`config.mk`:
```
export PLATFORM = sky130hd
export DESIGN_NAME = als_responder
export DESIGN_NICKNAME = d
export VERILOG_FILES = /design/src/rtl/als_pkg.sv /design/src/rtl/als_responder_sync_edge.sv /design/src/rtl/als_responder.sv
export SDC_FILE = /design/constraint.sdc
export NUM_CORES = 1
export LEC_CHECK = 0
export BUFFER_PORTS_ARGS = -buffer_cell sky130_fd_sc_hd__clkbuf_2
export CORE_MARGIN = 1
export CORE_UTILIZATION = 50
export DETAILED_ROUTE_END_ITERATION = 12
export GPL_ROUTABILITY_DRIVEN = 0
export PLACE_DENSITY = 0.71
export REMOVE_ABC_BUFFERS = 1
export SLEW_MARGIN = 40
export SYNTH_ARGS = -nofsm -noshare
export SYNTH_HDL_FRONTEND = slang
export SYNTH_SLANG_ARGS = --single-unit
```
`constraint.sdc`:
```
create_clock -name clk -period 4.7 [get_ports clk]
set_input_delay 0.47 -clock clk [delete_from_list [all_inputs] [get_ports clk]]
set_output_delay 0.47 -clock clk [all_outputs]
set_load 0.005 [all_outputs]
```
`src/rtl/als_pkg.sv`:
```
// Shared types and defaults for the ambient-light sensor SPI responder.
// Holds the state enum, default frame geometry and the frame-word builder.
package als_pkg;

  typedef enum logic [1:0] {
    IDLE  = 2'd0,
    SHIFT = 2'd1,
    DONE  = 2'd2
  } als_state_e;

  localparam int ALS_DATA_WIDTH = 8;
  localparam int ALS_LEAD_ZEROS = 3;
  localparam int ALS_FRAME_BITS = 16;

  localparam int ALS_TAIL_ZEROS =
    ALS_FRAME_BITS - ALS_LEAD_ZEROS - ALS_DATA_WIDTH;

  // {lead zeros, sample, tail zeros} at the default geometry
  function automatic logic [ALS_FRAME_BITS-1:0] als_frame_word(
    input logic [ALS_DATA_WIDTH-1:0] s
  );
    logic [ALS_FRAME_BITS-1:0] w;
    w = '0;
    w[ALS_TAIL_ZEROS +: ALS_DATA_WIDTH] = s;
    return w;
  endfunction

endpackage

```
`src/rtl/als_responder_sync_edge.sv`:
```
// Multi-stage synchronizer with edge detect for the ALS responder.
// Outputs the synchronized level plus one-cycle rise and fall strobes.
module als_sync_edge #(
  parameter int   STAGES    = 2,
  parameter logic RESET_VAL = 1'b0
) (
  input  logic clk,
  input  logic reset,
  input  logic din,
  output logic level,
  output logic rise,
  output logic fall
);

  logic [STAGES-1:0] sync_q;
  logic [STAGES-1:0] sync_d;
  logic              prev_q;
  logic              prev_d;

  always_comb begin
    sync_d = {sync_q[STAGES-2:0], din};
    prev_d = sync_q[STAGES-1];
  end

  always_ff @(posedge clk or negedge reset) begin
    if (!reset) begin
      sync_q <= {STAGES{RESET_VAL}};
      prev_q <= RESET_VAL;
    end else begin
      sync_q <= sync_d;
      prev_q <= prev_d;
    end
  end

  assign level = sync_q[STAGES-1];
  assign rise  = level & ~prev_q;
  assign fall  = ~level & prev_q;

endmodule

```
`src/rtl/als_responder.sv`:
```
// SPI responder emulating the ambient-light sensor for loop-back builds.
// Ports: clk, reset (async, active-low), sample/sample_valid (fabric load),
// ALS_CS/ALS_SCK in, ALS_SDO out, busy, bit_count, frame_done, frame_abort.
// Define ALS_RESPONDER_TRISTATE_EN to float ALS_SDO while CS is high.
module als_responder
  import als_pkg::*;
#(
  parameter int DATA_WIDTH  = ALS_DATA_WIDTH,
  parameter int LEAD_ZEROS  = ALS_LEAD_ZEROS,
  parameter int FRAME_BITS  = ALS_FRAME_BITS,
  parameter int SYNC_STAGES = 2
) (
  input  logic                  clk,
  input  logic                  reset,
  input  logic [DATA_WIDTH-1:0] sample,
  input  logic                  sample_valid,
  input  logic                  ALS_CS,
  input  logic                  ALS_SCK,
  output logic                  ALS_SDO,
  output logic                  busy,
  output logic [4:0]            bit_count,
  output logic                  frame_done,
  output logic                  frame_abort
);

  localparam int         TAIL = FRAME_BITS - LEAD_ZEROS - DATA_WIDTH;
  localparam logic [4:0] LAST = 5'(FRAME_BITS);

  logic cs_lvl, cs_rise, cs_fall;
  logic sck_lvl, sck_rise, sck_fall;
  logic unused_sck;

  als_sync_edge #(
    .STAGES    (SYNC_STAGES),
    .RESET_VAL (1'b1)
  ) u_cs_sync (
    .clk   (clk),
    .reset (reset),
    .din   (ALS_CS),
    .level (cs_lvl),
    .rise  (cs_rise),
    .fall  (cs_fall)
  );

  als_sync_edge #(
    .STAGES    (SYNC_STAGES),
    .RESET_VAL (1'b0)
  ) u_sck_sync (
    .clk   (clk),
    .reset (reset),
    .din   (ALS_SCK),
    .level (sck_lvl),
    .rise  (sck_rise),
    .fall  (sck_fall)
  );

  assign unused_sck = sck_lvl ^ sck_rise;

  als_state_e            state_q, state_d;
  logic [DATA_WIDTH-1:0] hold_q, hold_d;
  logic [FRAME_BITS-1:0] shreg_q, shreg_d;
  logic                  sdo_q, sdo_d;
  logic                  busy_q, busy_d;
  logic [4:0]            cnt_q, cnt_d;
  logic                  done_q, done_d;
  logic                  abort_q, abort_d;
  logic [FRAME_BITS-1:0] word;

  always_comb begin
    word = '0;
    word[TAIL +: DATA_WIDTH] = hold_q;
  end

  always_comb begin
    state_d = state_q;
    hold_d  = sample_valid ? sample : hold_q;
    shreg_d = shreg_q;
    sdo_d   = sdo_q;
    busy_d  = busy_q;
    cnt_d   = cnt_q;
    done_d  = 1'b0;
    abort_d = 1'b0;
    // CS rise wins over any SCK edge seen in the same cycle
    if (cs_rise) begin
      state_d = IDLE;
      done_d  = (state_q == DONE);
      abort_d = (state_q == SHIFT);
      sdo_d   = 1'b0;
      busy_d  = 1'b0;
    end else begin
      unique case (state_q)
        IDLE: begin
          if (cs_fall) begin
            // frame built from the pre-update holding value
            state_d = SHIFT;
            shreg_d = word;
            sdo_d   = word[FRAME_BITS-1];
            cnt_d   = '0;
            busy_d  = 1'b1;
          end
        end
        SHIFT: begin
          if (sck_fall && !cs_lvl) begin
            shreg_d = shreg_q << 1;
            sdo_d   = shreg_d[FRAME_BITS-1];
            cnt_d   = cnt_q + 5'd1;
            if (cnt_d == LAST) begin
              state_d = DONE;
              sdo_d   = 1'b0;
            end
          end
        end
        DONE: sdo_d = 1'b0;
        default: state_d = IDLE;
      endcase
    end
  end

  always_ff @(posedge clk or negedge reset) begin
    if (!reset) begin
      state_q <= IDLE;
      hold_q  <= '0;
      shreg_q <= '0;
      sdo_q   <= 1'b0;
      busy_q  <= 1'b0;
      cnt_q   <= '0;
      done_q  <= 1'b0;
      abort_q <= 1'b0;
    end else begin
      state_q <= state_d;
      hold_q  <= hold_d;
      shreg_q <= shreg_d;
      sdo_q   <= sdo_d;
      busy_q  <= busy_d;
      cnt_q   <= cnt_d;
      done_q  <= done_d;
      abort_q <= abort_d;
    end
  end

`ifdef ALS_RESPONDER_TRISTATE_EN
  assign ALS_SDO = cs_lvl ? 1'bz : sdo_q;
`else
  assign ALS_SDO = sdo_q;
`endif

  assign busy        = busy_q;
  assign bit_count   = cnt_q;
  assign frame_done  = done_q;
  assign frame_abort = abort_q;

endmodule

```
==> results_dict.tcl <==
set metrics [dict create \
    crit_arrival_ns 2.13 \
    cp-end-kind "register" \
    synth-edff-count 0 \
    clkSinkCount 35 \
    syn_avg_cell_area_um2 11.5 \
    p_per_area_nw_per_um2 371 \
    p_leak_nw 0.824 \
    seq_area_frac_synth 0.575 \
    r2r_start "u_cs_sync.prev_q$_DFF_PN1_" \
    place_inst 180 \
    multi_input_area_um2 576 \
    drtIter0Drc 19 \
    nets 172 \
    clock.fmax_mhz 527 \
    crit_fanout 20 \
    synth-xor-area-share 0.00573 \
    grt_max_degree 36 \
    vias 1007 \
    synth_seq_cells 35 \
    violations "DRC" \
    start_util 0.540 \
    grt_pass1_wl_mm 4.36 \
    coreArea_um2 2830 \
    r2r_end "bit_count[2]$_DFFE_PN0P_" \
    skew_ns 0.0203 \
    clock_path_buffers 2 \
    drt_pass1_iterations 8 \
    die_x_um 57.3 \
    grt-ovfl-total 0 \
    status "complete, but fails checks" \
    ff2ff_setup_slack_ns 2.80 \
    drive_gt1_frac 0.268 \
    setup.worst_path.start_class "register" \
    final-max-slew-violation-count 0 \
    async_reset_ff_frac 1.00 \
    grt_antenna_before_repair 0 \
    cts_resized 0 \
    route.detailed.drc 1 \
    dieArea_um2 3280 \
    ctsHoldBuffers 0 \
    synth_fa_ha_area_frac 0.0245 \
    synth_top_family_by_area "simple AND/OR/NAND/NOR gates" \
    rr_worst_depth 7 \
    ir_drop_mv 0.215 \
    die_h_um 57.3 \
    path_clk_slew_ns 0.11 \
    tightestPinTransition_ns 0.456 \
    regArea_um2 880 \
    ys_warn_count 0 \
    viasPerCell 5.36 \
    num_rows 19 \
    cts_buffers 5 \
    io_buffers 21 \
    synth-compound-area-share 0.0900 \
    synthMuxAreaShare 0.111 \
    synth-simple-area-share 0.145 \
    synth_ff_type "dfrtp_1" \
    fin_hold_ws_ns 0.0549 \
    critical_path_class "reg -> reg" \
    finalSetupTns_ns 0 \
    timing.final.hold_violations 0 \
    grt_pass1_vias 1021 \
    drt-total-wl_mm 2.38 \
    io_pins 22 \
    h-tree-depth 2 \
    cts_setup_buffers 0 \
    cts_tree "done" \
    diodes 0 \
    rsz0062_at_grt "false" \
    grt_use_total 0.175 \
    syn_inst 133 \
    n_fill_cell 240 \
    timing.slew.headroom 0.696 \
    setup_viol 0 \
    antenna_left 0 \
    yosysUniqueCellTypes 31 \
    clk_latency_ns 0.33 \
    cap_violations 0 \
    clockRootBuffer "clkbuf_4" \
    wl_per_cell_um 12.7 \
    hold_path.class "in -> async" \
    synthesis.area_um2 1530 \
    syn_to_final_growth_pct 10.4 \
    finalCritPeriodShare 0.404 \
    final_cells 188 \
    hpwl_mm 1.73 \
    min_period_ns 1.90 \
    worstPathRequired_ns 4.93 \
]
## worst max-delay path, cell delays in order (launching register included)
cell	delay, ns
dfstp_2	0.55
inv_1	0.04
ha_1	0.26
nor4b_2	0.30
a31oi_1	0.07
buf_4	0.22
o21bai_1	0.16
a21o_1	0.18
## metal layers
layer / wire (µm) / GRT usage / up-vias
met5: 0 / 0 / -
met4: 44 / 0.0732 / 0
met3: 78 / 0.0476 / 7
met2: 1160 / 0.286 / 18
met1: 1100 / 0.222 / 484
li1: - / - / 498
## registers in the layout, summed over array words and instances, names as in the netlist
register and cells:
bit_count 5, u_cs_sync.prev_q 1, busy 1, state_q 2, shreg_q 10, frame_done 1
frame_abort 1, u_cs_sync.sync_q 2, u_sck_sync.prev_q 1, hold_q 8, ALS_SDO 1, u_sck_sync.sync_q 2
## area by class of cell
class,instances,area share
clock buffer,8,0.0289
inverter,8,0.0178
multi-input combinational,84,0.341
sequential,35,0.521
tap,31,0.0230
timing repair buffer,22,0.0682
## cell families (layout without fill, tap and decap cells)
family	after synthesis	count (layout)
xor gates and xnor gates	1	1
AOI/OAI and AO/OA	25	25
buffers and inverters	14	38
muxes	16	16
adders and majority gates	3	3
DFF	35	35
and+or+nand+nor	39	39
## synth_stat cells (3+ instances only)
| master | n | share of area |
|---|---|---|
| a21oi_1 | 4 | 0.013 |
| dfrtp_1 | 32 | 0.52 |
| dfstp_2 | 3 | 0.052 |
| ha_1 | 3 | 0.025 |
| inv_1 | 8 | 0.020 |
| mux2_2 | 8 | 0.059 |
| mux2i_1 | 8 | 0.052 |
| nand2_1 | 12 | 0.029 |
| nand2b_1 | 5 | 0.020 |
| nand3_1 | 8 | 0.026 |
| o21ai_0 | 15 | 0.049 |
## report_power, final
group / switching, mW / leakage [nW] / internal [mW]
logic: 0.0487 / 0.361 / 0.0481
clock network: 0.0916 / 0.0265 / 0.0596
registers: 0.0311 / 0.437 / 0.348
total: 0.171 / 0.824 / 0.455
## worst max-delay path by stage
stage	end	slack, ns	cells after the start	startpoint
floorplan	bit_count[2]$_DFFE_PN0P_	2.65	6	u_cs_sync.sync_q[1]$_DFF_PN1_
global placement	bit_count[2]$_DFFE_PN0P_	2.91	7	u_cs_sync.prev_q$_DFF_PN1_
detailed placement	bit_count[2]$_DFFE_PN0P_	2.84	7	u_cs_sync.prev_q$_DFF_PN1_
CTS	bit_count[2]$_DFFE_PN0P_	2.80	7	u_cs_sync.prev_q$_DFF_PN1_
global route	bit_count[2]$_DFFE_PN0P_	2.71	6	u_cs_sync.prev_q$_DFF_PN1_
finish	bit_count[2]$_DFFE_PN0P_	2.80	7	u_cs_sync.prev_q$_DFF_PN1_
## through the flow
stage / cell area [µm²] / utilization / setup WS [ns] / power, mW
after CTS: 1690 / 0.596 / 2.80 / 0.636
after detailed placement: 1640 / 0.579 / 2.84 / 0.484
after global routing: 1690 / 0.597 / 2.71 / 0.673
after global placement: 1640 / 0.579 / 2.91 / 0.478
after floorplan: 1490 / - / 2.65 / 0.443
final: 1690 / 0.597 / 2.80 / 0.627
## layout by cell type (no fill, tap or decap), drive strengths merged, types with 2 or more instances in the layout
cell type	netlist	final
a21o	2	2
a21oi	4	4
a31oi	2	2
and3	2	2
buf	5	2
clkbuf	1	28
dfrtp	32	32
dfstp	3	3
ha	3	3
inv	8	8
mux2	8	8
mux2i	8	8
nand2	12	12
nand2b	5	5
nand3	8	8
nor2	3	3
nor3	2	2
nor3b	2	2
o21ai	15	15
No activity file was read; power rests on OpenSTA's default activity.
